==> config.mk <==
export PLATFORM = sky130hd
export DESIGN_NAME = enigma_sequencer
export DESIGN_NICKNAME = d
export VERILOG_FILES = /design/src/rtl/enigma_pkg.sv /design/src/rtl/enigma_sequencer.sv
export SDC_FILE = /design/constraint.sdc
export NUM_CORES = 1
export LEC_CHECK = 0
export BUFFER_PORTS_ARGS = -buffer_cell sky130_fd_sc_hd__buf_2
export CORE_MARGIN = 2
export CORE_UTILIZATION = 40
export DETAILED_ROUTE_END_ITERATION = 10
export GPL_TIMING_DRIVEN = 0
export PLACE_DENSITY = 0.69
export SYNTH_ARGS = -nofsm -noshare
export SYNTH_HDL_FRONTEND = slang
export SYNTH_SLANG_ARGS = --single-unit
==> constraint.sdc <==
create_clock -name clock -period 2.25 [get_ports clock]
set_clock_uncertainty 0.05 [all_clocks]
set_input_delay 0.45 -clock clock [delete_from_list [all_inputs] [get_ports clock]]
set_output_delay 0.45 -clock clock [all_outputs]
set_load 0.02 [all_outputs]
==> src/rtl/enigma_pkg.sv <==
// Shared definitions for the Enigma letter sequencer: letter encoding and FSM state type.
package enigma_pkg;

    localparam int LETTER_W = 5;
    localparam logic [LETTER_W-1:0] SPACE_CODE  = 5'd26;
    localparam logic [LETTER_W-1:0] LAST_LETTER = 5'd25;

    typedef enum logic [2:0] {
        IDLE   = 3'd0,
        LOAD   = 3'd1,
        STEP   = 3'd2,
        SETTLE = 3'd3,
        ENCODE = 3'd4,
        OUTPUT = 3'd5,
        SPACE  = 3'd6
    } seq_state_t;

    function automatic logic is_letter(input logic [LETTER_W-1:0] code);
        return (code <= LAST_LETTER);
    endfunction

endpackage

==> src/rtl/enigma_sequencer.sv <==
// Per-letter sequencer: accept key, step rotors, settle, run scrambler, emit ciphertext.
// Optional five-letter grouping with a space code is enabled by ENIGMA_SEQ_GROUP5_EN.
module enigma_sequencer
    import enigma_pkg::*;
#(
    parameter int SETTLE_CYCLES = 1,
    parameter int CNT_W         = 16
) (
    input  logic                clock,
    input  logic                reset_n,
    input  logic                cfg_load,
    input  logic                key_valid,
    input  logic [LETTER_W-1:0] key_in,
    output logic                key_ready,
    output logic                rotor_load,
    output logic                rotor_rotate,
    output logic                enc_req,
    output logic [LETTER_W-1:0] enc_letter,
    input  logic                enc_done,
    input  logic [LETTER_W-1:0] enc_result,
    output logic                out_valid,
    output logic [LETTER_W-1:0] out_letter,
    input  logic                out_ready,
    output logic                bad_key,
    output logic [CNT_W-1:0]    char_count
);

    localparam logic [2:0]       SETTLE_LAST = 3'(SETTLE_CYCLES - 1);
    localparam logic [CNT_W-1:0] CNT_ONE     = {{(CNT_W-1){1'b0}}, 1'b1};

    seq_state_t          state_r, state_s;
    logic                loaded_r;
    logic [LETTER_W-1:0] key_r, result_r, result_s;
    logic [2:0]          settle_cnt_r;
    logic [CNT_W-1:0]    count_r;
    logic                key_take_s, bad_s, enc_take_s, out_take_s;
    logic                key_ready_r, rotor_load_r, rotor_rotate_r, enc_req_r;
    logic                out_valid_r, bad_key_r;
    logic [LETTER_W-1:0] enc_letter_r, out_letter_r, out_letter_s;
`ifdef ENIGMA_SEQ_GROUP5_EN
    logic [2:0]          group_cnt_r;
`endif

    // Handshake events; cfg_load overrides every one of them.
    always_comb begin
        key_take_s = 1'b0;
        bad_s      = 1'b0;
        enc_take_s = 1'b0;
        out_take_s = 1'b0;
        if (!cfg_load) begin
            key_take_s = (state_r == IDLE) && key_valid && key_ready_r && is_letter(key_in);
            bad_s      = (state_r == IDLE) && key_valid && key_ready_r && !is_letter(key_in);
            enc_take_s = (state_r == ENCODE) && enc_done;
            out_take_s = (state_r == OUTPUT) && out_ready;
        end else begin
            key_take_s = 1'b0;
        end
        if (enc_take_s) begin
            result_s = enc_result;
        end else begin
            result_s = result_r;
        end
    end

    // Next-state logic.
    always_comb begin
        state_s = state_r;
        if (cfg_load) begin
            state_s = LOAD;
        end else begin
            case (state_r)
                IDLE:    state_s = key_take_s ? STEP : IDLE;
                LOAD:    state_s = IDLE;
                STEP:    state_s = SETTLE;
                SETTLE:  state_s = (settle_cnt_r == SETTLE_LAST) ? ENCODE : SETTLE;
                ENCODE:  state_s = enc_take_s ? OUTPUT : ENCODE;
`ifdef ENIGMA_SEQ_GROUP5_EN
                OUTPUT:  state_s = out_take_s ? ((group_cnt_r == 3'd4) ? SPACE : IDLE) : OUTPUT;
                SPACE:   state_s = out_ready ? IDLE : SPACE;
`else
                OUTPUT:  state_s = out_take_s ? IDLE : OUTPUT;
`endif
                default: state_s = IDLE;
            endcase
        end
    end

    // Letter presented on the ciphertext port for the upcoming state.
    always_comb begin
        out_letter_s = 5'd0;
        case (state_s)
            OUTPUT:  out_letter_s = result_s;
`ifdef ENIGMA_SEQ_GROUP5_EN
            SPACE:   out_letter_s = SPACE_CODE;
`endif
            default: out_letter_s = 5'd0;
        endcase
    end

    // State, datapath and registered outputs (decoded from the next state so they align with it).
    always_ff @(posedge clock or negedge reset_n) begin
        if (!reset_n) begin
            state_r        <= IDLE;
            loaded_r       <= 1'b0;
            key_r          <= 5'd0;
            result_r       <= 5'd0;
            settle_cnt_r   <= 3'd0;
            count_r        <= {CNT_W{1'b0}};
            key_ready_r    <= 1'b0;
            rotor_load_r   <= 1'b0;
            rotor_rotate_r <= 1'b0;
            enc_req_r      <= 1'b0;
            enc_letter_r   <= 5'd0;
            out_valid_r    <= 1'b0;
            out_letter_r   <= 5'd0;
            bad_key_r      <= 1'b0;
        end else begin
            state_r        <= state_s;
            loaded_r       <= loaded_r || (state_r == LOAD);
            key_r          <= key_take_s ? key_in : key_r;
            result_r       <= result_s;
            settle_cnt_r   <= (state_r == SETTLE) ? (settle_cnt_r + 3'd1) : 3'd0;
            if (state_r == LOAD) begin
                count_r <= {CNT_W{1'b0}};
            end else if (out_take_s) begin
                count_r <= count_r + CNT_ONE;
            end else begin
                count_r <= count_r;
            end
            key_ready_r    <= (state_s == IDLE) && (loaded_r || (state_r == LOAD));
            rotor_load_r   <= (state_s == LOAD);
            rotor_rotate_r <= (state_s == STEP);
            enc_req_r      <= (state_s == ENCODE);
            enc_letter_r   <= (state_s == ENCODE) ? key_r : 5'd0;
            out_valid_r    <= (state_s == OUTPUT) || (state_s == SPACE);
            out_letter_r   <= out_letter_s;
            bad_key_r      <= bad_s;
        end
    end

`ifdef ENIGMA_SEQ_GROUP5_EN
    // Letters emitted in the current five-letter group.
    always_ff @(posedge clock or negedge reset_n) begin
        if (!reset_n) begin
            group_cnt_r <= 3'd0;
        end else if (state_r == LOAD) begin
            group_cnt_r <= 3'd0;
        end else if (out_take_s) begin
            group_cnt_r <= (group_cnt_r == 3'd4) ? 3'd0 : (group_cnt_r + 3'd1);
        end else begin
            group_cnt_r <= group_cnt_r;
        end
    end
`endif

    assign key_ready    = key_ready_r;
    assign rotor_load   = rotor_load_r;
    assign rotor_rotate = rotor_rotate_r;
    assign enc_req      = enc_req_r;
    assign enc_letter   = enc_letter_r;
    assign out_valid    = out_valid_r;
    assign out_letter   = out_letter_r;
    assign bad_key      = bad_key_r;
    assign char_count   = count_r;

endmodule

==> results.sh, run 1 <==
export IMPL_ys_seq_elements=49
export IMPL_power_leakage_nw=1.27
export IMPL_cts_path_max_buffers=2
export IMPL_multi_input_area_um2=881
export IMPL_fillers=505
export IMPL_post_place_cells=312
export IMPL_syn_avg_cell_area_um2=11.0
export IMPL_synth_top_cells_by_area="dfrtp_1, nand2_1, mux2_4"
export IMPL_layout_cells_non_filler=320
export IMPL_cts_inserted_buffers=5
export IMPL_grt_pass1_wl_um=7160
export IMPL_cts_hold_buf=0
export IMPL_cts_num_sinks=49
export IMPL_drive_gt1_share_pct=26.8
export IMPL_rsz0062_at_grt="false"
export IMPL_regArea_um2=1230
export IMPL_synth_fa_ha_area_share_pct=1.75
export IMPL_cts_root_buf="clkbuf_8"
export IMPL_die_area_um2=5950
export IMPL_slew_headroom_pct=30.4
export IMPL_wl_per_cell_um=13.4
export IMPL_syn_nets=214
export IMPL_viasPerCell=5.00
export IMPL_die_h_um=77.1
export IMPL_maxCapViolations=0
export IMPL_synth_mux_area_share_pct=3.51
export IMPL_cts_htree_levels=2
export IMPL_dominantRegCellSynth="dfrtp_1"
export IMPL_post_cts_buffers=0
export IMPL_gp_congestion=0.811
export IMPL_grt_max_degree=50
export IMPL_syn_instance_count=195
export IMPL_core_um2=5140
export IMPL_num_vias=1601
export IMPL_drcViolationCount=0
export IMPL_first_pass_iters=4
export IMPL_die_w_um=77.1
export IMPL_crit_fanout=10
export IMPL_timing_final_max_slew_violations=0
export IMPL_synth_cell_types=36
export IMPL_synth_warnings=0
export IMPL_nNetsFinal=268
export IMPL_max_freq_mhz=495
export IMPL_antenna_found_initial=0
export IMPL_n_antenna_cell=0
export IMPL_netlist_area_um2=2140
export IMPL_clkTransAtPathRegs_ps=90
export IMPL_ant_nets=0
export IMPL_min_period_ps=2020
export IMPL_grt_pass1_vias=1495
export IMPL_tightest_slew_ps=1040
export IMPL_cp_arrival_ps=2220
export IMPL_seq_area_frac_synth_pct=57.3
export IMPL_cts_tree="built"
export IMPL_grt_overflow_total=0
export IMPL_synth_compound_gate_area_share_pct=6.49
export IMPL_end_kind="register"
export IMPL_grt_use_total_pct=15.3
export IMPL_drtIter0Drc=63
export IMPL_status="finished clean"
export IMPL_synth_edf_count=0
export IMPL_synth_top_family_by_area="simple AND/OR/NAND/NOR gates"
export IMPL_drt_wl_total_um=4290
export IMPL_fin_crit_sh_pct=89.8
export IMPL_dp_hpwl_um=3170
export IMPL_yosys_area_top_type="dfrtp_1"
export IMPL_hold_viol=0
export IMPL_rows=26
export IMPL_ioPinCount=48
export IMPL_power_density_nw_per_um2=640
export IMPL_syn_to_final_growth_pct=20.8
export IMPL_synthSimpleGateAreaFrac_pct=25.8
export IMPL_required_ps=2450
export IMPL_start_util_pct=41.6
export IMPL_fin_setup_tns_ps=0
export IMPL_insertion_delay_ps=300
export IMPL_port_buffers=47
export IMPL_setup_viol_count_final=0
export IMPL_start_kind="register"
export IMPL_peakVddDrop_mv=0.305
export IMPL_netlist_area_leader_share_pct=57.3
export IMPL_worstSetupPathType="reg -> reg"
export IMPL_synthXorXnorAreaFrac_pct=3.27
export IMPL_async_flop_share_pct=100
export IMPL_hp_class="in -> async"
area by class of cell:
class | count | area share [%]
Clock inverter | 3 | 1.79
Tap cell | 70 | 3.39
Timing Repair Buffer | 47 | 9.10
Sequential cell | 49 | 47.5
Clock buffer | 5 | 2.66
Inverter | 5 | 0.726
Buffer | 5 | 0.775
Multi-Input combinational cell | 136 | 34.1
Yosys cell counts (3+ instances only):
master,number
nand3_1,8
nand2_1,25
nand2b_1,4
nor2_1,14
nor3_1,5
ha_1,3
a21oi_1,10
inv_1,5
o21ai_0,8
dfrtp_1,49
clkbuf_1,4
mux2_4,5
or4_1,3
xnor2_1,8
nand4b_1,4
nor2b_1,5
or3_1,6
and3_1,6
o211ai_1,3
layout by cell type, fill, tap and decap left out, types with 2 or more instances in the layout:
cell,Yosys,layout
buf_2,1,48
nor2_1,14,14
inv_1,5,5
clkbuf_1,4,4
and2_1,2,2
nor2b_1,5,5
o22a_1,2,2
nand4b_1,4,4
mux2_4,5,5
or3_1,6,6
clkbuf_8,0,5
nand4_1,2,2
nand2_1,25,25
or4_1,3,3
and3_1,6,6
dfrtp_1,49,49
o211ai_1,3,3
o21ai_0,8,8
nor3_1,5,5
nand3_1,8,8
ha_1,3,3
nand2b_1,4,4
xnor2_1,8,8
a21oi_1,10,10
sequential cells by signal, summed over array words and instances (netlist names), 3 cells and up:
| signal | count |
|---|---|
| result_r | 5 |
| out_letter | 5 |
| char_count | 16 |
| settle_cnt_r | 3 |
| state_r | 3 |
| key_r | 5 |
| enc_letter | 5 |
where the power goes:
group	switching, mW	leakage, nW	internal (mW)	total (mW)
Clock	0.294	0.0543	0.333	0.627
Sequential	0.0160	0.660	0.911	0.927
Combinational	0.0584	0.555	0.0400	0.0984
path summary, 6_finish.rpt:
kind,endpoint,start,slack (ps),cells after the start
setup reg to reg,enc_letter[0]$_DFF_PN0_,state_r[0]$_DFF_PN0_,230,5
max in group asynchronous,result_r[4]$_DFF_PN0_,reset_n,1230,1
hold reg to reg,settle_cnt_r[0]$_DFF_PN0_,settle_cnt_r[0]$_DFF_PN0_,410,1
hold / removal,char_count[11]$_DFFE_PN0P_,reset_n,280,1
min in group clock,key_r[0]$_DFFE_PN0N_,key_in[0],300,3
setup / recovery,enc_letter[0]$_DFF_PN0_,state_r[0]$_DFF_PN0_,230,5
logic make-up after synthesis:
logic type                 Yosys count
buffers and inverters               10
adders and majority gates            3
xor gates and xnor gates             8
and+or+nand+nor                     96
AOI/OAI and AO/OA                   24
DFF                                 49
muxes                                5
timing repair:
action / CTS / global route
gates resized for setup: 0 / 1
endpoints found under the setup margin: 0 / 4
endpoints found under the hold margin: 0 / 0
routing by layer:
metal,track usage (%),part of all wire [%],vias to the layer above
met5,0,0,-
met4,4.82,1.4,0
met3,4.47,4.6,6
met2,25.7,49,34
met1,18.9,45,769
li1,-,-,792
worst max-delay path, cell delays in order, from the launching register on:
cell and delay, ps:
dfrtp_1 420, clkbuf_1 360, nand2_1 110, or3b_2 470, a21oi_1 350, and3_1 210
stage by stage:
stage	utilization, %	setup WS (ps)	cell area (um^2)	hold slack, ps	power, mW
4_1_cts	50.1	168	2580	300	1.67
3_3_place_gp	47.9	249	2460	386	1.04
3_5_place_dp	47.9	192	2460	394	1.05
2_1_floorplan	-	397	2140	104	0.992
5_1_grt	50.3	22.7	2580	310	1.72
6_report	50.3	229	2580	277	1.65
Power figures use the tool's default switching activity.
==> inputs of run 2 (changes only) <==
==> constraint.sdc (replaced) <==
create_clock -name clock -period 1.93 [get_ports clock]
set_clock_uncertainty 0.05 [all_clocks]
set_input_delay 0.386 -clock clock [delete_from_list [all_inputs] [get_ports clock]]
set_output_delay 0.386 -clock clock [all_outputs]
set_load 0.02 [all_outputs]
==> run 2 against run 1 <==
Net effect:
- clock power is 16% higher
- register-to-register slack worse by 170 ps
- cell count is 1.6% higher
- largest cell class unchanged
- critical path type unchanged
- sequential power is 17% higher
- via count is 1.8% higher
- sequential cell count stayed put
==> results.sh, run 2 (same netlist as run 1, synthesis figures left out) <==
export IMPL_maxCapViolations=0
export IMPL_port_buffers=47
export IMPL_max_freq_mhz=534
export IMPL_largest_reg_flops=16
export IMPL_num_vias=1630
export IMPL_grt_max_degree=50
export IMPL_end_kind="register"
export IMPL_worstSetupPathType="reg -> reg"
export IMPL_critPathTopFamily="simple AND/OR/NAND/NOR gates"
export IMPL_grt_overflow_total=0
export IMPL_ioPinCount=48
export IMPL_gp_congestion=0.811
export IMPL_hp_class="in -> async"
export IMPL_power_leakage_nw=1.30
export IMPL_antenna_found_initial=0
export IMPL_post_place_cells=312
export IMPL_drive_gt1_share_pct=32.9
export IMPL_clkTransAtPathRegs_ps=90
export IMPL_ant_nets=0
export IMPL_cts_root_buf="clkbuf_8"
export IMPL_die_h_um=77.1
export IMPL_drt_wl_total_um=4380
export IMPL_n_antenna_cell=0
export IMPL_busiest_layer="met2"
export IMPL_syn_to_final_growth_pct=24.6
export IMPL_tightest_slew_ps=1060
export IMPL_grt_use_met3_pct=4.47
export IMPL_grt_use_total_pct=15.4
export IMPL_cp_arrival_ps=2060
export IMPL_wl_per_cell_um=13.5
export IMPL_slowest_stage="or4_4"
export IMPL_cts_path_max_buffers=2
export IMPL_start_util_pct=41.6
export IMPL_insertion_delay_ps=300
export IMPL_required_ps=2120
export IMPL_peakVddDrop_mv=0.357
export IMPL_intPower_mw=1.50
export IMPL_cts_inserted_buffers=5
export IMPL_nNetsFinal=273
export IMPL_power_density_nw_per_um2=724
export IMPL_design_power_total_mw=1.93
export IMPL_cts_htree_levels=2
export IMPL_use_met1_pct=18.9
export IMPL_p_sw_share_pct=22.3
export IMPL_p_comb_share_pct=6.2
export IMPL_grt_pass1_vias=1515
export IMPL_min_period_ps=1870
export IMPL_p_clk_share_pct=37.8
export IMPL_slew_headroom_pct=29.4
export IMPL_cts_num_sinks=49
export IMPL_dp_hpwl_um=3170
export IMPL_grt_pass1_wl_um=7270
export IMPL_viasPerCell=5.02
export IMPL_core_um2=5140
export IMPL_grt_util_met2_pct=26.2
export IMPL_layout_cells_non_filler=325
export IMPL_final_common_cell="buf_2"
export IMPL_hold_viol=0
export IMPL_drtIter0Drc=73
export IMPL_status="finished clean"
export IMPL_power_frac_seq_pct=56.0
export IMPL_fin_crit_sh_pct=97.0
export IMPL_fillers=492
export IMPL_p_sw_uw=430
export IMPL_drcViolationCount=0
export IMPL_final_cell_mix="buf_2, dfrtp_1, nand2_1, nor2_1"
export IMPL_start_kind="register"
export IMPL_rows=26
export IMPL_die_area_um2=5950
export IMPL_crit_fanout=6
export IMPL_cts_tree="built"
export IMPL_timing_final_max_slew_violations=0
export IMPL_cp_cell_sequence="nand4bb_4, or4_4, or3_1, a21oi_2"
export IMPL_setup_viol_count_final=0
export IMPL_first_pass_iters=4
export IMPL_die_w_um=77.1
export IMPL_cp_slowest_stage_delay_ps=580
export IMPL_path_buf_inv=0
run 2: cell types whose count changed in the layout (fill, tap and decap cells not counted), sizes merged:
| cell | before | now |
|---|---|---|
| buf | 48 | 53 |
run 2: repair_timing:
action / CTS / global route
hold buffers: 0 / 0
setup endpoints to repair: 26 / 17
setup buffers: 2 / 3
pin swaps: 0 / 1
resized for setup: 6 / 12
run 2: power groups by stage:
stage                     logic [mW]  registers [mW]  clock network, mW
after floorplan               0.0560            1.10                  0
after global placement         0.113            1.10                  0
after detailed placement       0.118            1.10                  0
after CTS                      0.122            1.08              0.746
after global routing           0.136            1.09              0.790
final                          0.119            1.08              0.729
run 2: worst paths after layout:
kind | cells past startpoint | start | endpoint | slack (ps)
min | 1 | reset_n | char_count[11]$_DFFE_PN0P_ | 220
max reg2reg | 4 | state_r[1]$_DFF_PN0_ | char_count[15]$_DFFE_PN0P_ | 60
min in group clock | 3 | key_in[0] | key_r[0]$_DFFE_PN0N_ | 240
max | 4 | state_r[1]$_DFF_PN0_ | char_count[15]$_DFFE_PN0P_ | 60
max in group asynchronous | 1 | reset_n | state_r[2]$_DFF_PN0_ | 890
min reg2reg | 1 | settle_cnt_r[0]$_DFF_PN0_ | settle_cnt_r[0]$_DFF_PN0_ | 410
run 2: stage by stage:
step	hold WS (ps)	setup TNS [ps]	setup slack [ps]	cell area [um^2]	util, %
finish	220	0	58.3	2670	51.8
global placement	386	-557	-46.7	2460	47.9
global route	246	-12.6	-10.4	2670	51.8
detailed placement	394	-1870	-128	2460	47.9
CTS	236	0	2.16	2610	50.8
floorplan	40.4	0	77.5	2140	-
run 2: layout make-up:
class	instances	area, um^2	area share [%]
multi-input combinational	136	911	34.2
inverter	5	18.8	0.704
timing repair buffer	52	273	10.2
clock inverter	3	46.3	1.74
sequential	49	1230	46.2
buffer	5	28.8	1.08
tap	70	87.6	3.29
clock buffer	5	68.8	2.58
run 2: metal layers:
| metal | share of wire, % | vias to the layer above |
|---|---|---|
| li1 | - | 798 |
| met3 | 4.4 | 6 |
| met5 | 0 | - |
| met4 | 1.3 | 0 |
| met2 | 50 | 34 |
| met1 | 44 | 792 |
==> inputs of run 3 (changes only) <==
--- a/config.mk
+++ b/config.mk
@@ -6,11 +6,12 @@
 export NUM_CORES = 1
 export LEC_CHECK = 0
 export BUFFER_PORTS_ARGS = -buffer_cell sky130_fd_sc_hd__buf_2
+export CORE_ASPECT_RATIO = 1.4
 export CORE_MARGIN = 2
-export CORE_UTILIZATION = 40
+export CORE_UTILIZATION = 50
 export DETAILED_ROUTE_END_ITERATION = 10
 export GPL_TIMING_DRIVEN = 0
-export PLACE_DENSITY = 0.69
+export PLACE_DENSITY = 0.82
 export SYNTH_ARGS = -nofsm -noshare
 export SYNTH_HDL_FRONTEND = slang
 export SYNTH_SLANG_ARGS = --single-unit
==> run 3 against run 2 <==
Net effect:
- register-to-register slack barely moved
- via count increased by 1.7%
- critical endpoint is now char_count[12]$_DFFE_PN0P_
- critical path depth increased by 1
- die area shrank 19%
- non-clock buffer count is the same
- critical path type unchanged
- combinational power barely moved
- core utilization increased by 12 points
- clock power grew 18%
- maximum frequency rose by 0.31%
- sequential cell count stayed put
==> results.sh, run 3 (same netlist as run 1, synthesis figures left out) <==
export IMPL_min_period_ps=1870
export IMPL_layout_cells_non_filler=300
export IMPL_required_ps=2120
export IMPL_drcViolationCount=0
export IMPL_power_leakage_nw=1.32
export IMPL_syn_to_final_growth_pct=24.7
export IMPL_insertion_delay_ps=300
export IMPL_fin_crit_sh_pct=96.7
export IMPL_cp_cell_sequence="ha_2, nand3_1, or4_4, or4_1, nand2_1"
export IMPL_num_vias=1658
export IMPL_cts_htree_levels=2
export IMPL_viasPerCell=5.53
export IMPL_r2r_start="char_count[0]$_DFFE_PN0P_"
export IMPL_largest_reg_flops=16
export IMPL_first_pass_iters=4
export IMPL_setup_viol_count_final=0
export IMPL_grt_pass1_vias=1584
export IMPL_grt_use_total_pct=19.4
export IMPL_cts_inserted_buffers=5
export IMPL_final_common_cell="buf_2"
export IMPL_cts_hold_buf=0
export IMPL_status="finished clean"
export IMPL_rsz0062_at_grt="false"
export IMPL_clkTransAtPathRegs_ps=90
export IMPL_cts_num_sinks=49
export IMPL_grt_pass1_wl_um=7130
export IMPL_post_place_cells=287
export IMPL_wl_per_cell_um=14.3
export IMPL_dp_hpwl_um=3080
export IMPL_hp_class="in -> async"
export IMPL_cp_slowest_stage_delay_ps=580
export IMPL_r2r_cells=5
export IMPL_cts_root_buf="clkbuf_8"
export IMPL_ff2ff_setup_slack_ps=60
export IMPL_hold_viol=0
export IMPL_timing_final_max_slew_violations=0
export IMPL_cp_arrival_ps=2060
export IMPL_slew_headroom_pct=29.3
export IMPL_final_cell_mix="buf_2, dfrtp_1, nand2_1, nor2_1, a21oi_1"
export IMPL_drive_gt1_share_pct=32.9
export IMPL_ioPinCount=48
export IMPL_cts_tree="built"
export IMPL_die_h_um=81.4
export IMPL_die_w_um=59.3
export IMPL_fin_setup_tns_ps=0
export IMPL_end_kind="register"
export IMPL_grt_max_degree=50
export IMPL_rows=28
export IMPL_maxCapViolations=0
export IMPL_antenna_found_initial=0
export IMPL_drt_wl_total_um=4300
export IMPL_worstSetupPathType="reg -> reg"
export IMPL_core_um2=4170
export IMPL_start_util_pct=51.3
export IMPL_rr_endpoint="char_count[12]$_DFFE_PN0P_"
export IMPL_nNetsFinal=273
export IMPL_crit_fanout=5
export IMPL_drtIter0Drc=121
export IMPL_start_kind="register"
export IMPL_gp_congestion=0.861
export IMPL_die_area_um2=4830
export IMPL_slowest_stage="or4_4"
export IMPL_peakVddDrop_mv=0.536
export IMPL_max_freq_mhz=536
export IMPL_ant_nets=0
export IMPL_n_antenna_cell=0
export IMPL_tightest_slew_ps=1060
export IMPL_port_buffers=47
export IMPL_power_density_nw_per_um2=772
export IMPL_grt_overflow_total=0
export IMPL_design_power_total_mw=2.06
export IMPL_cts_path_max_buffers=2
-- run 3: through the flow --
step	hold slack (ps)	util, %	setup slack [ps]	area (um^2)
6_report	229	64.0	64.2	2670
5_1_grt	261	64.0	3.86	2670
4_1_cts	224	62.6	11.8	2610
3_5_place_dp	398	58.3	-136	2430
3_3_place_gp	390	58.3	-69.0	2430
2_1_floorplan	40.4	-	77.5	2140
-- run 3: what timing repair did --
action | CTS | global route
cloned | 0 | 0
buffers inserted | 1 | 4
setup endpoints to repair | 22 | 26
pin swaps | 1 | 2
resized for setup | 11 | 7
-- run 3: cell type report --
| cell class | count | area [um^2] |
|---|---|---|
| Timing Repair Buffer | 52 | 273 |
| Sequential cell | 49 | 1230 |
| Fill cell | 334 | 1500 |
| Buffer | 5 | 27.5 |
| Multi-Input combinational cell | 136 | 925 |
| Tap cell | 45 | 56.3 |
| Clock inverter | 3 | 68.8 |
| Inverter | 5 | 18.8 |
| Clock buffer | 5 | 68.8 |
-- run 3: worst max-delay path, delay by kind of cell (launching register included) --
kind          cells  cell delay [ps]
flops             1              410
fa+ha+maj         1              200
simple gates      4             1160
-- run 3: worst max-delay path by stage --
stage	startpoint	endpoint	slack [ps]	depth (start not counted)
CTS	char_count[0]$_DFFE_PN0P_	char_count[12]$_DFFE_PN0P_	10	5
global placement	state_r[0]$_DFF_PN0_	key_ready$_DFF_PN0_	-70	5
global route	state_r[1]$_DFF_PN0_	char_count[15]$_DFFE_PN0P_	4	4
detailed placement	state_r[0]$_DFF_PN0_	key_ready$_DFF_PN0_	-140	5
floorplan	state_r[1]$_DFF_PN0_	out_letter[0]$_DFF_PN0_	80	5
finish	char_count[0]$_DFFE_PN0P_	char_count[12]$_DFFE_PN0P_	60	5
-- run 3: report_power, final --
group | switching (mW) | internal, mW | total (mW)
Clock | 0.338 | 0.521 | 0.859
Sequential | 0.0175 | 1.06 | 1.08
Combinational | 0.0708 | 0.0504 | 0.121
Total | 0.426 | 1.63 | 2.06
-- run 3: layer usage --
layer | GRT usage, % | part of all wire, % | vias up
met5 | 0 | 0 | -
met4 | 7.95 | 1.0 | 0
met2 | 33.0 | 54 | 45
li1 | - | - | 794
met3 | 3.18 | 3.7 | 4
met1 | 24.2 | 42 | 815
